### src/rtl/mem_ctrl.sv
// Byte-serialising memory responder: rom (fetch) and ram (data) word ports onto one
// byte-wide 1-cycle-latency SRAM. Optional one-entry fetch buffer: MEMCTRL_FETCH_BUF_EN.
module mem_ctrl #(
  parameter int          MEM_AW   = 17,
  parameter logic [31:0] RST_DATA = 32'h0
) (
  input  logic              CLK,
  input  logic              RST,
  input  logic              rom_ce_i,
  input  logic [31:0]       rom_addr_i,
  output logic [31:0]       rom_data_o,
  output logic              rom_ready_o,
  input  logic              ram_read_op_i,
  input  logic              ram_write_op_i,
  input  logic [31:0]       ram_addr_i,
  input  logic [3:0]        ram_mask_i,
  input  logic [31:0]       ram_data_i,
  output logic [31:0]       ram_data_o,
  output logic              ram_ready_o,
  output logic              stallreq_o,
  output logic [MEM_AW-1:0] sram_addr_o,
  output logic              sram_we_o,
  output logic [7:0]        sram_wdata_o,
  input  logic [7:0]        sram_rdata_i,
  output logic [2:0]        state_dbg
);

  localparam int WAW = MEM_AW - 2;

  typedef enum logic [2:0] {
    IDLE    = 3'd0,
    RD      = 3'd1,
    RD_TAIL = 3'd2,
    WR      = 3'd3,
    DONE    = 3'd4
  } state_t;

  typedef enum logic [1:0] {
    P_FETCH = 2'd0,
    P_READ  = 2'd1,
    P_WRITE = 2'd2
  } port_t;

  state_t         state, state_n;
  port_t          port, sel_port, done_port;
  logic [WAW-1:0] base, sel_base, done_base;
  logic [3:0]     pend, pend_clr;
  logic [31:0]    wdata;
  logic [23:0]    asm_word;
  logic [31:0]    rd_word;
  logic [1:0]     cnt, lane;
  logic           start, enter_done;
  logic           unused_addr_bits;

  assign unused_addr_bits = ^{rom_addr_i[31:MEM_AW], rom_addr_i[1:0],
                              ram_addr_i[31:MEM_AW], ram_addr_i[1:0]};

`ifdef MEMCTRL_FETCH_BUF_EN
  logic           buf_valid;
  logic [WAW-1:0] buf_tag;
  logic [31:0]    buf_data;
  logic           buf_hit;

  assign buf_hit = buf_valid && (rom_addr_i[MEM_AW-1:2] == buf_tag);
`endif

  // Lowest still-pending write lane; lanes with a clear mask bit never get a cycle.
  always_comb begin
    lane = 2'd0;
    if (pend[0])      lane = 2'd0;
    else if (pend[1]) lane = 2'd1;
    else if (pend[2]) lane = 2'd2;
    else if (pend[3]) lane = 2'd3;
  end

  assign pend_clr = pend & ~(4'b0001 << lane);
  assign rd_word  = {sram_rdata_i, asm_word};

  always_comb begin
    state_n  = state;
    start    = 1'b0;
    sel_port = P_FETCH;
    sel_base = rom_addr_i[MEM_AW-1:2];
    case (state)
      IDLE: begin
        if (ram_write_op_i) begin
          start    = 1'b1;
          sel_port = P_WRITE;
          sel_base = ram_addr_i[MEM_AW-1:2];
          state_n  = (ram_mask_i == 4'b0000) ? DONE : WR;
        end else if (ram_read_op_i) begin
          start    = 1'b1;
          sel_port = P_READ;
          sel_base = ram_addr_i[MEM_AW-1:2];
          state_n  = RD;
        end else if (rom_ce_i) begin
          start    = 1'b1;
          sel_port = P_FETCH;
          sel_base = rom_addr_i[MEM_AW-1:2];
          state_n  = RD;
`ifdef MEMCTRL_FETCH_BUF_EN
          if (buf_hit) state_n = DONE;
`endif
        end
      end
      RD:      if (cnt == 2'd3) state_n = RD_TAIL;
      RD_TAIL: state_n = DONE;
      WR:      if (pend_clr == 4'b0000) state_n = DONE;
      DONE:    state_n = IDLE;
      default: state_n = IDLE;
    endcase
  end

  assign enter_done = (state_n == DONE) && (state != DONE);
  assign done_port  = start ? sel_port : port;
  assign done_base  = start ? sel_base : base;

  always_comb begin
    sram_addr_o  = '0;
    sram_we_o    = 1'b0;
    sram_wdata_o = 8'h00;
    case (state)
      RD: sram_addr_o = {base, cnt};
      WR: begin
        sram_we_o    = 1'b1;
        sram_addr_o  = {base, lane};
        sram_wdata_o = wdata[{lane, 3'b000} +: 8];
      end
      default: ;
    endcase
  end

  assign stallreq_o = (ram_read_op_i | ram_write_op_i | rom_ce_i) & ~(ram_ready_o | rom_ready_o);
  assign state_dbg  = state;

  always_ff @(posedge CLK) begin
    if (RST) begin
      state       <= IDLE;
      port        <= P_FETCH;
      base        <= '0;
      pend        <= 4'b0000;
      wdata       <= 32'h0;
      asm_word    <= 24'h0;
      cnt         <= 2'd0;
      rom_ready_o <= 1'b0;
      ram_ready_o <= 1'b0;
      rom_data_o  <= RST_DATA;
      ram_data_o  <= RST_DATA;
    end else begin
      state       <= state_n;
      rom_ready_o <= 1'b0;
      ram_ready_o <= 1'b0;
      if (start) begin
        port  <= sel_port;
        base  <= sel_base;
        pend  <= ram_mask_i;
        wdata <= ram_data_i;
        cnt   <= 2'd0;
      end
      // The byte for address k arrives one cycle later, so slot k-1 is filled at step k.
      if (state == RD) begin
        cnt <= cnt + 2'd1;
        case (cnt)
          2'd1:    asm_word[7:0]   <= sram_rdata_i;
          2'd2:    asm_word[15:8]  <= sram_rdata_i;
          2'd3:    asm_word[23:16] <= sram_rdata_i;
          default: ;
        endcase
      end
      if (state == WR) pend <= pend_clr;
      if (enter_done) begin
        case (done_port)
          P_FETCH: begin
            rom_ready_o <= 1'b1;
`ifdef MEMCTRL_FETCH_BUF_EN
            rom_data_o  <= (state == IDLE) ? buf_data : rd_word;
`else
            rom_data_o  <= rd_word;
`endif
          end
          P_READ: begin
            ram_ready_o <= 1'b1;
            ram_data_o  <= rd_word;
          end
          default: ram_ready_o <= 1'b1;
        endcase
      end
    end
  end

`ifdef MEMCTRL_FETCH_BUF_EN
  always_ff @(posedge CLK) begin
    if (RST) begin
      buf_valid <= 1'b0;
      buf_tag   <= '0;
      buf_data  <= 32'h0;
    end else if (enter_done) begin
      if (done_port == P_FETCH) begin
        buf_valid <= 1'b1;
        buf_tag   <= done_base;
        buf_data  <= (state == IDLE) ? buf_data : rd_word;
      end else if ((done_port == P_WRITE) && (done_base == buf_tag)) begin
        buf_valid <= 1'b0;
      end
    end
  end
`endif

endmodule

### config.mk
export PLATFORM = sky130hd
export DESIGN_NAME = mem_ctrl
export DESIGN_NICKNAME = d
export VERILOG_FILES = /design/src/rtl/mem_ctrl.sv
export SDC_FILE = /design/constraint.sdc
export NUM_CORES = 1
export LEC_CHECK = 0
export BUFFER_PORTS_ARGS = -buffer_cell sky130_fd_sc_hd__buf_2
export CORE_UTILIZATION = 51
export DETAILED_ROUTE_END_ITERATION = 10
export GPL_TIMING_DRIVEN = 0
export PLACE_DENSITY = 0.79
export SLEW_MARGIN = 20
export SYNTH_ARGS = -nofsm -noshare
export SYNTH_HDL_FRONTEND = slang
export SYNTH_SLANG_ARGS = --single-unit
### constraint.sdc
create_clock -name CLK -period 2.5 [get_ports CLK]
set_input_delay 0.75 -clock CLK [delete_from_list [all_inputs] [get_ports CLK]]
set_output_delay 0.75 -clock CLK [all_outputs]
set_load 0.1 [all_outputs]
==> results of run 1 <==
-- final timing paths --
path	start	slack (ns)	end
hold / removal	asm_word[18]	0.45	asm_word[18]
hold reg to reg	asm_word[18]	0.45	asm_word[18]
setup reg to reg	state_dbg[1]	0.46	wdata[11]
setup / recovery	pend[2]	-0.15	sram_wdata_o[1]
-- area by class of cell --
class,instances,area (µm²),area share [%]
clock buffer,21,480,5.44
multi-input combinational,532,3420,38.6
clock inverter,11,195,2.21
buffer,55,382,4.32
tap,172,215,2.43
sequential,148,2980,33.7
timing repair buffer,176,1160,13.2
inverter,3,11.3,0.127
-- where the power goes --
group          internal [mW]  switching (mW)  total [mW]
clock network           1.88           0.991        2.87
registers               2.57           0.149        2.72
logic                  0.723            1.38        2.10
-- cells by family (layout without fill, tap and decap cells) --
group	count (synthesis)	after routing	share of synthesized area, %
and+or+nand+nor	328	328	26.4
muxes	75	75	11.5
AOI/OAI and AO/OA	126	126	11.1
DFF	148	148	45.3
buffers and inverters	58	266	5.18
adders and majority gates	3	3	0.574
-- synthesized netlist by cell type (all sizes together) (2+ instances only) --
| cell | count | area [µm²] |
|---|---|---|
| o22ai | 9 | 56.3 |
| a211oi | 18 | 135 |
| and3 | 5 | 31.3 |
| and2 | 26 | 163 |
| ha | 3 | 37.5 |
| buf | 18 | 160 |
| inv | 3 | 11.3 |
| nand2 | 132 | 495 |
| clkbuf | 36 | 135 |
| nor3 | 5 | 25.0 |
| nand2b | 65 | 407 |
| dfxtp | 148 | 2960 |
| nor2 | 36 | 145 |
| nand3 | 2 | 10.0 |
| nor2b | 3 | 18.8 |
| o21ai | 19 | 95.1 |
| mux2i | 75 | 751 |
| nand3b | 15 | 113 |
| or2b | 36 | 285 |
| a21oi | 72 | 364 |
-- worst reg2reg max path: stages, from the launching register on --
cell	delay, ns
dfxtp_4	0.35
buf_6	0.14
or3_1	0.41
nor2_2	0.40
clkbuf_1	0.41
nand2_1	0.12
a21oi_1	0.14
-- per-layer routing --
| metal | part of all wire [%] | wire length, µm | track usage [%] | vias up |
|---|---|---|---|---|
| met3 | 5.7 | 975 | 6.64 | 38 |
| li1 | - | - | - | 2855 |
| met2 | 47 | 8100 | 43.1 | 226 |
| met5 | 0 | 0 | 0 | - |
| met1 | 44 | 7560 | 32.9 | 2698 |
| met4 | 2.9 | 501 | 13.2 | 0 |
-- what timing repair did --
item,CTS,global route
gates resized for setup,99,12
endpoints found under the setup margin,26,23
pin swaps,18,0
setup buffers,5,0
-- through the flow --
step / instance area (µm²) / util (%)
global route: 8840 / 70.3
finish: 8840 / 70.3
floorplan: 6630 / -
CTS: 8790 / 69.9
detailed placement: 7700 / 61.3
global placement: 7700 / 61.3
-- flip-flops by register name, indices dropped and copies added, names as in the netlist --
register,flops
rom_ready_o,1
ram_ready_o,1
port,2
ram_data_o,32
state_dbg,3
asm_word,24
cnt,2
base,15
rom_data_o,32
pend,4
wdata,32
==> insert_results.sql, run 1 <==
INSERT INTO impl_metrics (metric_group, metric, value, unit) VALUES
('yosys', 'ys_seq_elements', '148', ''),
('grt', 'grt_overflow_total', '0', ''),
('floorplanning', 'floorplan.rows', '41', ''),
('critical_path', 'critical_path.max_stage_delay', '0.33', 'ns'),
('cts', 'cts.sinks', '148', ''),
('grt', 'grt_util_all_layers', '26.6', '%'),
('detailed_routing', 'antenna_violating_nets_post_route', '0', ''),
('critical_path', 'r2r.worst_path.cells', '6', ''),
('power_and_ir_drop', 'report.power.total', '7.69', 'mW'),
('critical_path', 'crit_arrival', '1.90', 'ns'),
('layout', 'syn2layout_area_growth', '35.0', '%'),
('detailed_routing', 'drt-total-wl', '17100', 'µm'),
('timing', 'setup_total_negative_slack', '-1.03', 'ns'),
('critical_path', 'path_depth', '7', ''),
('timing', 'maxSlewViolCount', '0', ''),
('placed_design', 'routabilityCongestion', '0.814', ''),
('layout', 'count_of_nets_after_finishing', '1049', ''),
('critical_path', 'crit_fanout', '8', ''),
('placed_design', 'place.detailed.instances', '1081', ''),
('cts', 'cts_hold_buffers_added', '0', ''),
('cts', 'clkSlewWorstSetupHoldPaths', '0.06', 'ns'),
('critical_path', 'critical_path_class', 'register to output pin', ''),
('cts', 'clock_tree.htree_level_count', '4', ''),
('timing', 'report.final.setup_viol', '8', ''),
('critical_path', 'setup.worst_path.start_class', 'register', ''),
('layout', 'layout_commonest_cell', 'buf_2', ''),
('critical_path', 'cp.buffers_inverters', '2', ''),
('run_status', 'outcome', 'finished, violations left', ''),
('cts', 'tritoncts', 'built', ''),
('floorplanning', 'design.portCount', '209', ''),
('timing', 'hold_viol', '0', ''),
('timing', 'final.setup.worst_slack', '-0.149', 'ns'),
('detailed_routing', 'drtPass1Iterations', '5', ''),
('detailed_routing', 'drt_iter0_drc', '274', ''),
('yosys', 'synth_cell_area', '6550', 'µm²'),
('yosys', 'synth_ff_type', 'dfxtp_1', ''),
('run_status', 'failed_checks', 'setup timing', ''),
('floorplanning', 'floorplan.die.width', '115', 'µm'),
('yosys', 'ys_types', '41', ''),
('power_and_ir_drop', 'cellLeakagePower', '3.82', 'nW'),
('yosys', 'synth.avg_cell_area', '8.87', 'µm²'),
('power_and_ir_drop', 'vdd_drop_max', '491', 'µV'),
('cts', 'clkLatencyLatePin', '0.42', 'ns'),
('critical_path', 'endpoint_kind', 'output pin', ''),
('layout', 'post_layout_nonfiller_instances', '1118', ''),
('timing', 'finalClockSkew', '0.00772', 'ns'),
('detailed_routing', 'detail_route.vias_per_cell', '5.20', ''),
('cts', 'clockRootBuffer', 'clkbuf_16', ''),
('placed_design', 'detailed_place_hpwl', '11700', 'µm'),
('yosys', 'syn_inst', '738', ''),
('timing', 'timing.max_slew.rel_slack', '62.4', '%'),
('critical_path', 'critPathTopFamily', 'buffers and inverters', ''),
('yosys', 'number_of_synthesized_flops_with_an_enable_pin', '0', ''),
('floorplanning', 'core_area', '12600', 'µm²'),
('critical_path', 'cp_slowest_cell', 'dfxtp_2', ''),
('hold_path', 'hold_path_depth', '2', ''),
('timing', 'worst-slew-pin-transition', '0.563', 'ns'),
('flow_run', 'maxCapViolations', '0', ''),
('detailed_routing', 'drt-wirelength-per-cell', '15.3', 'µm'),
('grt', 'grt_start_max_net_pins', '17', ''),
('layout', 'layout-drive-gt1-share', '31.0', '%'),
('detailed_routing', 'post-route-drc-count', '0', ''),
('timing', 'max_freq', '0.378', 'GHz'),
('cts', 'ctsLongestPathBuffers', '2', ''),
('power_and_ir_drop', 'power_density', '870', 'nW/µm²'),
('grt', 'first_global_vias', '5476', ''),
('timing', 'fin_crit', '2.65', 'ns'),
('floorplanning', 'initial_utilization', '52.1', '%'),
('timing', 'post-route-period-util', '106', '%'),
('detailed_routing', 'num_vias', '5817', ''),
('timing', 'grt_setup_unrepaired', 'yes', '');
Note: power is estimated with default switching activity, not from simulation.
==> run 2: changes to the inputs <==
--- a/config.mk
+++ b/config.mk
@@ -10,6 +10,7 @@
 export DETAILED_ROUTE_END_ITERATION = 10
 export GPL_TIMING_DRIVEN = 0
 export PLACE_DENSITY = 0.79
+export SKIP_CTS_REPAIR_TIMING = 1
 export SLEW_MARGIN = 20
 export SYNTH_ARGS = -nofsm -noshare
 export SYNTH_HDL_FRONTEND = slang
==> run 2 against run 1 <==
Against the previous run:
- sequential power is essentially flat
- highest routed layer unchanged
- final area shrank 0.48%
- largest cell class unchanged
- die area is the same
- cell count is the same
- flip-flop and latch count is the same
- the run still ends with setup timing left
==> insert_results.sql, run 2 (synthesis results as in run 1) <==
INSERT INTO impl_metrics (metric_group, metric, value, unit) VALUES
('cts', 'clockRootBuffer', 'clkbuf_16', ''),
('power_and_ir_drop', 'power_density', '870', 'nW/µm²'),
('layout', 'post_layout_nonfiller_instances', '1118', ''),
('floorplanning', 'floorplan.die.width', '115', 'µm'),
('critical_path', 'worst_ep_required', '1.75', 'ns'),
('run_status', 'failed_checks', 'setup timing', ''),
('grt', 'grt_util_all_layers', '25.0', '%'),
('floorplanning', 'die_area', '13300', 'µm²'),
('placed_design', 'place.detailed.instances', '1081', ''),
('critical_path', 'setup.worst_path.start_class', 'register', ''),
('detailed_routing', 'drt-wirelength-per-cell', '15.3', 'µm'),
('timing', 'timing.max_slew.rel_slack', '60.5', '%'),
('power_and_ir_drop', 'cellLeakagePower', '3.81', 'nW'),
('cts', 'ctsLongestPathBuffers', '2', ''),
('critical_path', 'endpoint_kind', 'output pin', ''),
('timing', 'finalClockSkew', '0.00695', 'ns'),
('timing', 'fin_crit', '2.72', 'ns'),
('timing', 'maxSlewViolCount', '0', ''),
('placed_design', 'routabilityCongestion', '0.814', ''),
('detailed_routing', 'num_vias', '5855', ''),
('timing', 'post-route-period-util', '109', '%'),
('critical_path', 'cp_slowest_cell', 'dfxtp_2', ''),
('floorplanning', 'die-height', '115', 'µm'),
('critical_path', 'critical_path.cell_chain', 'nand2b_4 -> a21oi_4 -> buf_12 -> mux2i_1 -> o22ai_1 -> and2_4 -> buf_12', ''),
('critical_path', 'worst_setup_path_endpoint', 'sram_wdata_o[0]', ''),
('cts', 'clkSlewWorstSetupHoldPaths', '0.06', 'ns'),
('timing', 'max_freq', '0.367', 'GHz'),
('hold_path', 'min_path_type', 'register to register', ''),
('layout', 'num-fill-cells', '993', ''),
('cts', 'cts.sinks', '148', ''),
('layout', 'layout-drive-gt1-share', '30.4', '%'),
('layout', 'layout_commonest_cell', 'buf_2', ''),
('critical_path', 'path_depth', '7', ''),
('placed_design', 'port_buffers', '171', ''),
('cts', 'clkLatencyLatePin', '0.42', 'ns'),
('critical_path', 'crit_fanout', '5', ''),
('critical_path', 'critical_path.max_stage_delay', '0.32', 'ns'),
('run_status', 'outcome', 'finished, violations left', ''),
('layout', 'commonest_cells_after_routing_fill_and_taps_aside', '156 x buf_2, 141 x dfxtp_1, 132 x nand2_1, 73 x mux2i_1, 71 x a21oi_1', ''),
('cts', 'tritoncts', 'built', ''),
('layout', 'layout_top_registers', 'ram_data_o x32, rom_data_o x32, wdata x32', ''),
('cts', 'cts_made_buffers', '17', ''),
('timing', 'report.final.setup_viol', '10', ''),
('detailed_routing', 'detail_route.vias_per_cell', '5.24', ''),
('critical_path', 'r2r-end', 'wdata[11]', ''),
('floorplanning', 'core_area', '12600', 'µm²'),
('timing', 'grt_setup_unrepaired', 'yes', ''),
('floorplanning', 'initial_utilization', '52.1', '%'),
('layout', 'diodes', '0', ''),
('power_and_ir_drop', 'vdd_drop_max', '490', 'µV'),
('critical_path', 'critical_path_class', 'register to output pin', ''),
('power_and_ir_drop', 'report.power.total', '7.65', 'mW'),
('grt', 'number_of_antenna_violations_at_the_first_check_in_global_routing', '0', ''),
('detailed_routing', 'drt_iter0_drc', '326', ''),
('grt', 'first_global_vias', '5182', ''),
('critical_path', 'critPathTopFamily', 'compound AO/OA/AOI/OAI gates', ''),
('critical_path', 'timing.reg2reg.setup_slack', '0.34', 'ns'),
('critical_path', 'critPathLaunch', 'pend[2]', ''),
('timing', 'worst-slew-pin-transition', '0.592', 'ns'),
('floorplanning', 'floorplan.rows', '41', ''),
('layout', 'syn2layout_area_growth', '34.4', '%'),
('grt', 'grt_overflow_total', '0', ''),
('layout', 'count_of_nets_after_finishing', '1049', ''),
('floorplanning', 'design.portCount', '209', ''),
('critical_path', 'cell_occurring_most_often_along_the_worst_timing_path', 'buf_12', ''),
('timing', 'final.setup.worst_slack', '-0.224', 'ns'),
('detailed_routing', 'antenna_violating_nets_post_route', '0', ''),
('detailed_routing', 'drtPass1Iterations', '5', ''),
('flow_run', 'maxCapViolations', '0', ''),
('critical_path', 'crit_arrival', '1.97', 'ns'),
('placed_design', 'detailed_place_hpwl', '11700', 'µm'),
('critical_path', 'rr_startpoint', 'state_dbg[1]', ''),
('grt', 'grt_start_max_net_pins', '17', ''),
('grt', 'grt_pass1_wl', '25300', 'µm'),
('cts', 'clock_tree.htree_level_count', '4', ''),
('detailed_routing', 'drt-total-wl', '17100', 'µm'),
('timing', 'hold_viol', '0', ''),
('critical_path', 'r2r.worst_path.cells', '6', ''),
('critical_path', 'cp.buffers_inverters', '2', ''),
('detailed_routing', 'post-route-drc-count', '0', '');
[run 2: cell count changes in the layout (fill, tap and decap cells not counted), sizes merged]
cell / change
clkbuf: +3
buf: -4
clkdlybuf4s15: +1
[run 2: how the worst min path moves through the flow]
stage                       startpoint           end  slack [ns]  cells past startpoint
after floorplan           asm_word[11]  asm_word[11]        0.43                      2
final                     asm_word[18]  asm_word[18]        0.45                      2
after global routing      asm_word[13]  asm_word[13]        0.46                      2
after global placement    asm_word[13]  asm_word[13]        0.44                      2
after detailed placement  asm_word[16]  asm_word[16]        0.44                      2
after CTS                  asm_word[4]   asm_word[4]        0.45                      2
[run 2: layer usage]
| layer | wire length [µm] | GRT usage, % | share of wire (%) | vias to the layer above |
|---|---|---|---|---|
| met4 | 510 | 11.1 | 3.0 | 0 |
| li1 | - | - | - | 2857 |
| met3 | 1060 | 5.69 | 6.2 | 53 |
| met5 | 0 | 0 | 0 | - |
| met1 | 7430 | 31.8 | 43 | 2699 |
| met2 | 8090 | 40.6 | 47 | 246 |
[run 2: worst reg2reg max path, stage by stage, from the launching register on]
cell	delay [ns]
dfxtp_4	0.35
buf_6	0.14
or3_1	0.42
nor2_2	0.40
clkbuf_1	0.40
nand2_1	0.17
a21oi_1	0.21
[run 2: where the power goes]
group	switching [mW]	total [mW]	internal, mW
clock	0.996	2.88	1.88
combinational	1.36	2.06	0.697
sequential	0.142	2.71	2.57
[run 2: layout make-up]
cell class / instances / area [µm²] / share of cell area, %
Multi-Input combinational cell: 532 / 3370 / 38.3
Clock inverter: 11 / 195 / 2.22
Buffer: 55 / 350 / 3.98
Tap cell: 172 / 215 / 2.45
Timing Repair Buffer: 176 / 1190 / 13.6
Clock buffer: 21 / 480 / 5.46
Sequential cell: 148 / 2980 / 33.9
Inverter: 3 / 11.3 / 0.128
[run 2: stage by stage]
step | util, % | cell area (µm²) | setup TNS, ns | hold slack [ns] | setup slack [ns]
finish | 70.0 | 8800 | -1.40 | 0.450 | -0.224
global route | 70.0 | 8800 | -1.98 | 0.464 | -0.253
CTS | 66.6 | 8380 | -14.20 | 0.451 | -0.765
detailed placement | 61.3 | 7700 | -3.32 | 0.442 | -0.286
global placement | 61.3 | 7700 | -3.44 | 0.436 | -0.246
floorplan | - | 6630 | 0 | 0.431 | 0.000120
